### src/rtl/cc_screen_mux_seq.sv
// cc_screen_mux_seq
//   N-channel, W-bit screen-source selector with a registered output. A source
//   switch blanks the output for BLANK_CYCLES cycles before the new source
//   appears, so the display register never shows a mixed frame.
//
// Ports
//   CC_SCRMUX_CLOCK_50          in   system clock, rising edge
//   CC_SCRMUX_RESET_InLow       in   asynchronous active-low reset
//   CC_SCRMUX_data_InBUS        in   flattened channels, ch i at [i*DATA_WIDTH +: DATA_WIDTH]
//   CC_SCRMUX_select_InBUS      in   requested channel index
//   CC_SCRMUX_selectValid_In    in   select-request strobe
//   CC_SCRMUX_data_OutBUS       out  registered selected data
//   CC_SCRMUX_activeSel_OutBUS  out  channel currently driving the output
//   CC_SCRMUX_busy_Out          out  high while a switch is blanking
//   CC_SCRMUX_selError_Out      out  one-cycle pulse on an out-of-range request
module cc_screen_mux_seq #(
  parameter int unsigned NUM_CH       = 4,
  parameter int unsigned DATA_WIDTH   = 8,
  parameter int unsigned SEL_WIDTH    = 2,
  parameter int unsigned BLANK_CYCLES = 2,
  parameter logic [DATA_WIDTH-1:0] BLANK_VALUE = '0
) (
  input  logic                         CC_SCRMUX_CLOCK_50,
  input  logic                         CC_SCRMUX_RESET_InLow,
  input  logic [NUM_CH*DATA_WIDTH-1:0] CC_SCRMUX_data_InBUS,
  input  logic [SEL_WIDTH-1:0]         CC_SCRMUX_select_InBUS,
  input  logic                         CC_SCRMUX_selectValid_In,
  output logic [DATA_WIDTH-1:0]        CC_SCRMUX_data_OutBUS,
  output logic [SEL_WIDTH-1:0]         CC_SCRMUX_activeSel_OutBUS,
  output logic                         CC_SCRMUX_busy_Out,
  output logic                         CC_SCRMUX_selError_Out
);

  // Counter must hold BLANK_CYCLES-1; keep at least one bit when blanking is disabled.
  localparam int unsigned CntWidth = (BLANK_CYCLES > 0) ? $clog2(BLANK_CYCLES + 1) : 1;
  localparam logic [CntWidth-1:0] CntLoad =
    (BLANK_CYCLES > 0) ? CntWidth'(BLANK_CYCLES - 1) : '0;
  localparam logic [SEL_WIDTH:0] NumChExt = (SEL_WIDTH + 1)'(NUM_CH);

  typedef enum logic {
    LOCKED = 1'b0,
    BLANK  = 1'b1
  } stateT;

  stateT                 state, stateNext;
  logic [SEL_WIDTH-1:0]  pending, pendingNext;
  logic [CntWidth-1:0]   counter, counterNext;
  logic [DATA_WIDTH-1:0] dataNext;
  logic [SEL_WIDTH-1:0]  activeSelNext;
  logic                  busyNext;
  logic                  selErrorNext;
  logic                  inRange;
  logic                  reqOk;

  // Channel lookup; only in-range indices are ever passed, the default is unreachable.
  function automatic logic [DATA_WIDTH-1:0] chanData(
    input logic [NUM_CH*DATA_WIDTH-1:0] bus,
    input logic [SEL_WIDTH-1:0]         idx
  );
    logic [DATA_WIDTH-1:0] r;
    r = BLANK_VALUE;
    for (int i = 0; i < NUM_CH; i++) begin
      if (idx == SEL_WIDTH'(i)) r = bus[i*DATA_WIDTH +: DATA_WIDTH];
    end
    return r;
  endfunction

  // Request qualification.
  always_comb begin
    inRange = ({1'b0, CC_SCRMUX_select_InBUS} < NumChExt);
    reqOk   = CC_SCRMUX_selectValid_In && inRange;
  end

  // Next-state and next-output logic.
  always_comb begin
    stateNext     = state;
    pendingNext   = pending;
    counterNext   = counter;
    dataNext      = CC_SCRMUX_data_OutBUS;
    activeSelNext = CC_SCRMUX_activeSel_OutBUS;
    busyNext      = CC_SCRMUX_busy_Out;
    selErrorNext  = CC_SCRMUX_selectValid_In && !inRange;

    case (state)
      LOCKED: begin
        dataNext = chanData(CC_SCRMUX_data_InBUS, CC_SCRMUX_activeSel_OutBUS);
        busyNext = 1'b0;
        if (reqOk && (CC_SCRMUX_select_InBUS != CC_SCRMUX_activeSel_OutBUS)) begin
          if (BLANK_CYCLES == 0) begin
            activeSelNext = CC_SCRMUX_select_InBUS;
            dataNext      = chanData(CC_SCRMUX_data_InBUS, CC_SCRMUX_select_InBUS);
          end else begin
            pendingNext = CC_SCRMUX_select_InBUS;
            counterNext = CntLoad;
            dataNext    = BLANK_VALUE;
            busyNext    = 1'b1;
            stateNext   = BLANK;
          end
        end
      end

      BLANK: begin
        dataNext = BLANK_VALUE;
        busyNext = 1'b1;
        // Last request wins; the counter keeps running.
        if (reqOk) pendingNext = CC_SCRMUX_select_InBUS;
        if (counter != '0) begin
          counterNext = counter - CntWidth'(1);
        end else begin
          activeSelNext = pendingNext;
          dataNext      = chanData(CC_SCRMUX_data_InBUS, pendingNext);
          busyNext      = 1'b0;
          stateNext     = LOCKED;
        end
      end

      default: begin
        stateNext = LOCKED;
      end
    endcase
  end

  // State and output registers.
  always_ff @(posedge CC_SCRMUX_CLOCK_50 or negedge CC_SCRMUX_RESET_InLow) begin
    if (!CC_SCRMUX_RESET_InLow) begin
      state                      <= LOCKED;
      pending                    <= '0;
      counter                    <= '0;
      CC_SCRMUX_data_OutBUS      <= BLANK_VALUE;
      CC_SCRMUX_activeSel_OutBUS <= '0;
      CC_SCRMUX_busy_Out         <= 1'b0;
      CC_SCRMUX_selError_Out     <= 1'b0;
    end else begin
      state                      <= stateNext;
      pending                    <= pendingNext;
      counter                    <= counterNext;
      CC_SCRMUX_data_OutBUS      <= dataNext;
      CC_SCRMUX_activeSel_OutBUS <= activeSelNext;
      CC_SCRMUX_busy_Out         <= busyNext;
      CC_SCRMUX_selError_Out     <= selErrorNext;
    end
  end

endmodule
### config.mk
export PLATFORM = sky130hd
export DESIGN_NAME = cc_screen_mux_seq
export DESIGN_NICKNAME = d
export VERILOG_FILES = /design/src/rtl/cc_screen_mux_seq.sv
export SDC_FILE = /design/constraint.sdc
export NUM_CORES = 1
export LEC_CHECK = 0
export CAP_MARGIN = 30
export CORE_UTILIZATION = 41
export DETAILED_ROUTE_END_ITERATION = 7
export GPL_TIMING_DRIVEN = 0
export HOLD_SLACK_MARGIN = 0.03
export PLACE_DENSITY = 0.84
export SLEW_MARGIN = 20
export SYNTH_ARGS = -nofsm -noshare
export SYNTH_HDL_FRONTEND = slang
export SYNTH_SLANG_ARGS = --single-unit
### constraint.sdc
create_clock -name CC_SCRMUX_CLOCK_50 -period 1.9 [get_ports CC_SCRMUX_CLOCK_50]
set_clock_uncertainty 0.2 [all_clocks]
set_input_delay 0.38 -clock CC_SCRMUX_CLOCK_50 [delete_from_list [all_inputs] [get_ports CC_SCRMUX_CLOCK_50]]
set_output_delay 0.38 -clock CC_SCRMUX_CLOCK_50 [all_outputs]
set_load 0.01 [all_outputs]
==> results of run 1 <==
## state kept, by name (all words and copies together), names as in the netlist
signal                      count
CC_SCRMUX_data_OutBUS           8
CC_SCRMUX_activeSel_OutBUS      2
counter                         2
pending                         2
state                           1
## what timing repair did
action / CTS / global route
setup buffers: 2 / 0
cloned: 0 / 0
pin swaps: 0 / 0
gates resized for setup: 3 / 5
setup endpoints to repair: 9 / 10
## worst max path at each step
stage	startpoint	to	slack, ns	cells after the start
floorplan	counter[0]	CC_SCRMUX_data_OutBUS[0]	0.19	7
global placement	CC_SCRMUX_selectValid_In	CC_SCRMUX_data_OutBUS[3]	-0.59	6
detailed placement	CC_SCRMUX_selectValid_In	CC_SCRMUX_data_OutBUS[4]	-0.66	6
CTS	counter[0]	CC_SCRMUX_data_OutBUS[4]	0.01	7
global route	CC_SCRMUX_select_InBUS[0]	CC_SCRMUX_data_OutBUS[4]	-0.01	6
finish	state	CC_SCRMUX_busy_Out	0.05	1
## cell type report
type / count / area, um^2
sequential: 15 / 377
buffer: 5 / 36.3
tap: 28 / 35.0
timing repair buffer: 49 / 484
fill: 178 / 707
inverter: 2 / 7.51
clock buffer: 4 / 26.3
multi-input combinational: 64 / 646
## synthesized netlist by cell type
cell type	instances	share of area [%]
dfrtp_1	15	36
mux2_2	2	2.2
nand2_1	6	2.2
ha_1	1	1.2
o21ai_0	3	1.4
a21oi_1	2	0.96
buf_6	1	1.1
mux2i_4	1	2.2
a22oi_1	1	0.72
a21o_1	8	5.7
a22o_1	1	0.84
conb_1	1	0.36
mux4_2	8	17
o22ai_1	8	4.8
buf_2	3	1.4
xor2_1	1	0.84
or2_2	1	0.60
buf_4	2	1.4
mux2i_1	17	16
inv_1	2	0.72
xnor2_1	2	1.7
nand3_1	1	0.48
## logic make-up after synthesis
logic type,after synthesis
compound gates,23
xor+xnor,3
fa+ha+maj,1
buf+inv,8
flops,15
mux,28
other cells,1
simple gates,8
## through the flow
stage / power, W / worst slack (ns) / TNS (ns) / hold WS, ns
3_3_place_gp: 0.00158 / -0.589 / -5.47 / 0.288
2_1_floorplan: 0.00122 / 0.188 / 0 / -0.116
4_1_cts: 0.00182 / 0.0143 / 0 / 0.308
5_1_grt: 0.00197 / -0.0102 / -0.0102 / 0.347
6_report: 0.00184 / 0.0452 / 0 / 0.288
3_5_place_dp: 0.00161 / -0.659 / -6.02 / 0.321
## power groups by stage
| stage | logic [W] | registers [W] | clock network [W] |
|---|---|---|---|
| 2_1_floorplan | 0.000662 | 0.000553 | 0 |
| 3_3_place_gp | 0.00106 | 0.000515 | 0 |
| 3_5_place_dp | 0.00110 | 0.000519 | 0 |
| 4_1_cts | 0.00112 | 0.000516 | 0.000193 |
| 5_1_grt | 0.00123 | 0.000534 | 0.000205 |
| 6_report | 0.00114 | 0.000520 | 0.000188 |
## per-layer routing
layer | vias up | part of all wire (%) | track usage [%]
met5 | - | 0 | 0
met4 | 0 | 1.9 | 9.65
met3 | 10 | 5.4 | 4.64
met2 | 45 | 58 | 44.3
met1 | 458 | 35 | 22.7
li1 | 443 | - | -
==> results.toml, run 1 <==
[clocking]
cts_tree = "yes"
cts_max_level = 1
cts_root_buf = "clkbuf_4"
numCtsBuffers = 3
cts_buffer_depth = 2
holdBufCountCts = 0
clock-sinks = 15
clk_latency_ns = 0.29
clk_pin_slew_ns = 0.10

[route]
route.vias.total = 956
avgViaCountPerCell = 5.72
drt_iter0_drc = 23
ant_nets = 0
drt_wl_total_mm = 2.76
route.detailed.drc = 0
drtPass1Iterations = 4
wire_per_inst_um = 16.6

[sta]
slew_headroom_pct = 55.1
rsz0062_at_grt = "true"
fin_crit_sh_pct = 97.6
setup_viol = 0
tightest_slew_ns = 0.671
finalHoldViolCount = 0
min_period_ns = 1.85
fmax_ghz = 0.539
final-max-slew-violation-count = 0

[worst_setup_path]
start_kind = "flip-flop"
r2r_slack_ns = 0.15
cpMaxStageDelayCell = "clkdlybuf4s50_1"
rr_worst_depth = 6
reg2reg_from = "counter[0]"
end_kind = "output port"
cp_slowest_stage_delay_ns = 0.55
crit_arrival_ns = 1.27
rr_endpoint = "CC_SCRMUX_data_OutBUS[5]"
cp_num_buf_inv = 1
path_delay_family = "buffers and inverters"
cp_cell_sequence = "clkdlybuf4s50_1"
crit_fanout = 8
cp.required_ns = 1.32
crit_type = "flip-flop to output port"

[power]
swShare_pct = 36.5
peakVddDrop_mv = 0.774
pwr-share-comb_pct = 61.6
p_leak_nw = 0.728
pwr-share-clk_pct = 10.2
p_sw_w = 0.000673
pwr-share-seq_pct = 28.2
pwr_density_cell_mw_per_mm2 = 1140
power.internal_w = 0.00117

[logic_synthesis]
synth_compound_area_share_pct = 14.5
syn_area_mm2 = 0.00105
netlist_instances = 87
ys_ff_latch = 15
synthXorXnorAreaFrac_pct = 2.51
ys_warn_count = 0
synth_nets = 125
synth_top_family_by_area = "multiplexers"
post_synth.cell_area_avg_um2 = 12.0
yosysSeqAreaShare_pct = 35.8
muxShareOfSynthArea_pct = 37.8
synthAdderAreaFrac_pct = 1.19
synth-simple-area-share_pct = 3.23
synth.distinct_cells = 22

[cells_and_area]
finalInstanceArea_mm2 = 0.00161
drive_gt1_share_pct = 19.4
final_util_pct = 69.5
nets = 178
stdcell_count = 167
mostFrequentLayoutCells = "46 x clkdlybuf4s50_1, 16 x mux2i_1, 14 x dfrtp_1"
final_common_cell = "clkdlybuf4s50_1"
syn_to_final_growth_pct = 53.9
antenna-diode-count = 0

[grt]
grt_pass1_vias = 1038
grt_pass1_wl_mm = 4.41
antenna_found_initial = 0
track_usage_pct = 22.7
grt_max_degree = 16
grt_overflow = 0

[job]
drv_cap = 0

[run_status]
outcome = "finished, final reports clean"

[floorplan]
start_util_pct = 45.2
core_area_mm2 = 0.00232
pin_count = 49
die-area_mm2 = 0.00276
die_w_um = 52.5
die_h_um = 52.5
rows = 17

[place]
dp_cells = 162
hpwlAfterDp_mm = 2.15
gp_congestion = 0.758
place_area_mm2 = 0.00155
port_buffers = 47

[worst_hold_path]
hold_path_class = "primary input to async pin"
Power figures use the tool's default switching activity.
==> run 2, diff against run 1 <==
--- a/config.mk
+++ b/config.mk
@@ -6,11 +6,13 @@
 export NUM_CORES = 1
 export LEC_CHECK = 0
 export CAP_MARGIN = 30
-export CORE_UTILIZATION = 41
+export CELL_PAD_IN_SITES_DETAIL_PLACEMENT = 0
+export CELL_PAD_IN_SITES_GLOBAL_PLACEMENT = 1
+export CORE_UTILIZATION = 30
 export DETAILED_ROUTE_END_ITERATION = 7
 export GPL_TIMING_DRIVEN = 0
-export HOLD_SLACK_MARGIN = 0.03
-export PLACE_DENSITY = 0.84
+export HOLD_SLACK_MARGIN = 0.02
+export PLACE_DENSITY = 0.82
 export SLEW_MARGIN = 20
 export SYNTH_ARGS = -nofsm -noshare
 export SYNTH_HDL_FRONTEND = slang
==> run 2 against run 1 <==
- clock power is 5% lower
- sequential power is 1% lower
- first-iteration DRC count is 22% lower
- die area is 35% higher
==> results.toml, run 2 (synthesis gave the netlist of run 1 again) <==
[grt]
grt_overflow = 0
grt_max_degree = 16
track_usage_pct = 15.7
grt_pass1_wl_mm = 4.26
grt_pass1_vias = 969
antenna_found_initial = 0

[route]
route.detailed.drc = 0
drt_iter0_drc = 18
top_layer = "met4"
avgViaCountPerCell = 5.02
m1WireLength_mm = 1.18
ant_nets = 0
routed-wl-met3_um = 164
met2_length_mm = 1.42
drtPass1Iterations = 4
wire_per_inst_um = 14.8
drt_wl_total_mm = 2.78
route.vias.total = 943

[sta]
final-max-slew-violation-count = 0
min_period_ns = 1.88
finalHoldViolCount = 0
whs_ns = 0.315
fmax_ghz = 0.532
fin_crit_sh_pct = 98.8
tightest_slew_ns = 0.689
setup_viol = 0
tns_ns = 0
slew_headroom_pct = 53.9

[clocking]
cts_buffer_depth = 2
numCtsBuffers = 3
clk_latency_ns = 0.27
cts_max_level = 1
cts_tree = "yes"
clock-sinks = 15
clk_pin_slew_ns = 0.09
holdBufCountCts = 0
cts_root_buf = "clkbuf_4"

[worst_setup_path]
cp_slowest_stage_delay_ns = 0.49
start_kind = "primary input"
crit_arrival_ns = 1.85
rr_endpoint = "CC_SCRMUX_data_OutBUS[7]"
crit_fanout = 10
end_kind = "flip-flop"
reg2reg_from = "counter[1]"
crit_type = "primary input to flip-flop"
cp.required_ns = 1.87
cpMaxStageDelayCell = "clkdlybuf4s50_1"
cp_cell_sequence = "clkdlybuf4s50_1, mux2i_4, buf_8, mux2i_2, o22ai_2, a21o_1"
r2r_slack_ns = 0.11
rr_worst_depth = 7

[cells_and_area]
multi_input_area_um2 = 652
drive_gt1_share_pct = 21.8
antenna-diode-count = 0
largest-register = "CC_SCRMUX_data_OutBUS"
num-fill-cells = 303
seq_area_um2 = 377
final_common_cell = "clkdlybuf4s50_1"
mostFrequentLayoutCells = "46 x clkdlybuf4s50_1, 16 x mux2i_1, 14 x dfrtp_1"
nets = 181
syn_to_final_growth_pct = 59.1
largest_reg_flops = 8

[power]
p_sw_w = 0.000679
swShare_pct = 36.0
pwr-share-clk_pct = 9.5
pwr_density_cell_mw_per_mm2 = 1130
peakVddDrop_mv = 0.367
p_leak_nw = 0.743
p_total_w = 0.00188
pwr-share-comb_pct = 63.3
pwr-share-seq_pct = 27.2
power.internal_w = 0.00121

[floorplan]
core_area_mm2 = 0.00334
start_util_pct = 31.4
rows = 21
pin_count = 49
die_h_um = 61.1
die_w_um = 61.1
die-area_mm2 = 0.00373

[run_status]
outcome = "finished, final reports clean"

[job]
drv_cap = 0

[place]
port_buffers = 47
hpwlAfterDp_mm = 2.05
gp_congestion = 0.690

[worst_hold_path]
hold_path_class = "primary input to async pin"
==> run 2: cell types whose count changed in the layout (fill, tap and decap cells not counted), sizes merged <==
cell / delta
buf: +2
clkbuf: +1
==> run 2: what timing repair did <==
item,4_1_cts,5_1_grt
endpoints found under the setup margin,10,12
resized for setup,2,9
endpoints found under the hold margin,0,0
setup buffers,2,2
cloned,0,0
==> run 2: worst max-delay path by stage <==
| stage | startpoint | to | slack [ns] | depth (start not counted) |
|---|---|---|---|---|
| floorplan | counter[0] | CC_SCRMUX_data_OutBUS[0] | 0.19 | 7 |
| global placement | CC_SCRMUX_selectValid_In | CC_SCRMUX_data_OutBUS[2] | -0.66 | 6 |
| detailed placement | CC_SCRMUX_selectValid_In | CC_SCRMUX_data_OutBUS[4] | -0.69 | 6 |
| CTS | counter[0] | CC_SCRMUX_data_OutBUS[4] | 0.01 | 7 |
| global route | CC_SCRMUX_select_InBUS[0] | CC_SCRMUX_data_OutBUS[4] | -0.01 | 6 |
| finish | CC_SCRMUX_select_InBUS[0] | CC_SCRMUX_data_OutBUS[4] | 0.02 | 6 |
==> run 2: area by class of cell <==
class | instances | area share, %
clock buffers | 4 | 1.58
well taps | 46 | 3.45
repair buffers | 51 | 30.0
inverters | 2 | 0.450
multi-input cells | 64 | 39.1
plain buffers | 6 | 2.85
flip-flops and latches | 15 | 22.6
==> run 2: routing by layer <==
layer,global-route usage (%),up-vias
met5,0,-
met4,4.55,0
met3,2.73,2
met2,28.6,37
met1,18.8,459
li1,-,445
==> run 2: stage by stage <==
| step | instances | instance area (um^2) | utilization [%] | setup WS, ns |
|---|---|---|---|---|
| after floorplan | 87 | 1050 | - | 0.188 |
| after global placement | 180 | 1580 | 47.2 | -0.657 |
| after detailed placement | 180 | 1580 | 47.2 | -0.693 |
| after CTS | 186 | 1620 | 48.4 | 0.0127 |
| after global routing | 188 | 1670 | 49.9 | -0.00996 |
| final | 188 | 1670 | 49.9 | 0.0220 |
==> run 2: worst max-delay path, delay by kind of cell <==
family / cells / cell delay, ns
muxes: 2 / 0.50
buffers and inverters: 2 / 0.69
AOI/OAI and AO/OA: 2 / 0.28
==> run 2: power groups by stage <==
stage	Sequential, W	Clock (W)	Combinational [W]
floorplan	0.000553	0	0.000662
global placement	0.000517	0	0.00108
detailed placement	0.000522	0	0.00110
CTS	0.000515	0.000188	0.00112
global route	0.000528	0.000202	0.00130
finish	0.000513	0.000178	0.00119
==> run 3, diff against run 2 <==
==> constraint.sdc (replaced) <==
create_clock -name CC_SCRMUX_CLOCK_50 -period 1.9 [get_ports CC_SCRMUX_CLOCK_50]
set_clock_uncertainty 0.2 [all_clocks]
set_input_delay 0.285 -clock CC_SCRMUX_CLOCK_50 [delete_from_list [all_inputs] [get_ports CC_SCRMUX_CLOCK_50]]
set_output_delay 0.285 -clock CC_SCRMUX_CLOCK_50 [all_outputs]
set_load 0.01 [all_outputs]
==> run 3 against run 2 <==
- global-route usage fell by 0.13 points
- utilization down 0.90 points
- register-to-register slack improved by 0.02 ns
- combinational power shrank 4%
- non-clock buffer count is 3 lower
- first-iteration DRC count rose by 67%
- worst hold slack got worse by 0.098 ns
- largest cell class unchanged
- largest power group unchanged
- highest routed layer is now met3
==> results.toml, run 3 (synthesis gave the netlist of run 1 again) <==
[run_status]
outcome = "finished, final reports clean"

[power]
pwr-share-seq_pct = 28.1
swShare_pct = 36.4
p_total_w = 0.00184
pwr-share-comb_pct = 62.1
p_leak_nw = 0.732
pwr-share-clk_pct = 9.9
pwr_density_cell_mw_per_mm2 = 1120
power.internal_w = 0.00117
p_sw_w = 0.000670
peakVddDrop_mv = 0.398

[grt]
antenna_found_initial = 0
track_usage_pct = 15.5
grt_overflow = 0
grt_max_degree = 16
grt_pass1_vias = 961
grt_pass1_wl_mm = 4.25

[sta]
slew_headroom_pct = 53.6
finalHoldViolCount = 0
final-max-slew-violation-count = 0
whs_ns = 0.218
min_period_ns = 1.78
tns_ns = 0
tightest_slew_ns = 0.694
setup_viol = 0
fin_crit_sh_pct = 93.4
fmax_ghz = 0.563

[job]
drv_cap = 0

[worst_setup_path]
cp.required_ns = 1.41
crit_arrival_ns = 1.29
r2r_slack_ns = 0.13
rr_worst_depth = 6
crit_fanout = 8
cp_slowest_stage_delay_ns = 0.56
path_delay_family = "buffers and inverters"
end_kind = "output port"
rr_endpoint = "counter[0]"
crit_type = "flip-flop to output port"
cp_cell_sequence = "clkdlybuf4s50_1"
reg2reg_from = "CC_SCRMUX_activeSel_OutBUS[1]"
cpMaxStageDelayCell = "clkdlybuf4s50_1"
cp_num_buf_inv = 1
start_kind = "flip-flop"

[cells_and_area]
final_common_cell = "clkdlybuf4s50_1"
largest-register = "CC_SCRMUX_data_OutBUS"
num-fill-cells = 306
nets = 178
largest_reg_flops = 8
antenna-diode-count = 0
mostFrequentLayoutCells = "46 x clkdlybuf4s50_1, 17 x mux2i_1, 14 x dfrtp_1"
syn_to_final_growth_pct = 56.3
finalInstanceArea_mm2 = 0.00164
drive_gt1_share_pct = 19.4

[place]
gp_congestion = 0.690
port_buffers = 47
place_area_mm2 = 0.00158
hpwlAfterDp_mm = 2.05

[floorplan]
rows = 21
die_h_um = 61.1
die-area_mm2 = 0.00373
die_w_um = 61.1
core_area_mm2 = 0.00334
pin_count = 49
start_util_pct = 31.4

[clocking]
clk_pin_slew_ns = 0.09
cts_max_level = 1
clk_latency_ns = 0.28
clock-sinks = 15
numCtsBuffers = 3
cts_tree = "yes"
cts_buffer_depth = 2
cts_root_buf = "clkbuf_4"
holdBufCountCts = 0

[route]
route.vias.total = 925
drt_iter0_drc = 30
route.detailed.drc = 0
ant_nets = 0
drt_wl_total_mm = 2.73
drtPass1Iterations = 4
wire_per_inst_um = 14.8
avgViaCountPerCell = 5.00

[worst_hold_path]
hold_path_class = "primary input to async pin"
run 3: cell types whose count changed in the layout (fill, tap and decap cells not counted), sizes merged:
| cell | delta |
|---|---|
| clkbuf | -1 |
| buf | -2 |
run 3: worst max path at each step:
stage	startpoint	endpoint	slack, ns	depth (start not counted)
floorplan	counter[0]	CC_SCRMUX_data_OutBUS[0]	0.19	7
global placement	CC_SCRMUX_selectValid_In	CC_SCRMUX_data_OutBUS[2]	-0.56	6
detailed placement	CC_SCRMUX_selectValid_In	CC_SCRMUX_data_OutBUS[4]	-0.60	6
CTS	counter[0]	CC_SCRMUX_data_OutBUS[4]	0.006	7
global route	CC_SCRMUX_activeSel_OutBUS[1]	counter[0]	-0.003	6
finish	state	CC_SCRMUX_busy_Out	0.12	1
run 3: power by group through the flow:
stage | combinational [W] | clock [W] | sequential (W)
3_5_place_dp | 0.00110 | 0 | 0.000522
2_1_floorplan | 0.000662 | 0 | 0.000553
6_report | 0.00114 | 0.000181 | 0.000517
3_3_place_gp | 0.00108 | 0 | 0.000517
4_1_cts | 0.00112 | 0.000188 | 0.000513
5_1_grt | 0.00125 | 0.000202 | 0.000534
run 3: final cells by class:
| type | instances | area [um^2] | share of cell area [%] |
|---|---|---|---|
| buffer | 5 | 36.3 | 2.22 |
| inverter | 2 | 7.51 | 0.459 |
| multi-input combinational | 64 | 648 | 39.6 |
| timing repair buffer | 49 | 484 | 29.6 |
| tap | 46 | 57.6 | 3.52 |
| clock buffer | 4 | 26.3 | 1.61 |
| sequential | 15 | 377 | 23.0 |
run 3: timing repair:
action / CTS / global route
gates resized for setup: 1 / 7
setup buffers: 2 / 0
endpoints found under the setup margin: 8 / 11
endpoints found under the hold margin: 0 / 0
run 3: per-stage QoR:
step | util [%] | setup WS (ns) | instances
global route | 49.0 | -0.00270 | 185
detailed placement | 47.2 | -0.598 | 180
CTS | 48.4 | 0.00605 | 186
floorplan | - | 0.188 | 87
global placement | 47.2 | -0.562 | 180
finish | 49.0 | 0.125 | 185
run 3: metal layers:
| metal | vias to the layer above | GRT usage (%) | wire length [um] |
|---|---|---|---|
| li1 | 438 | - | - |
| met1 | 454 | 18.7 | 1190 |
| met2 | 33 | 28.6 | 1370 |
| met3 | 0 | 2.73 | 172 |
| met4 | 0 | 3.90 | 0 |
| met5 | - | 0 | 0 |
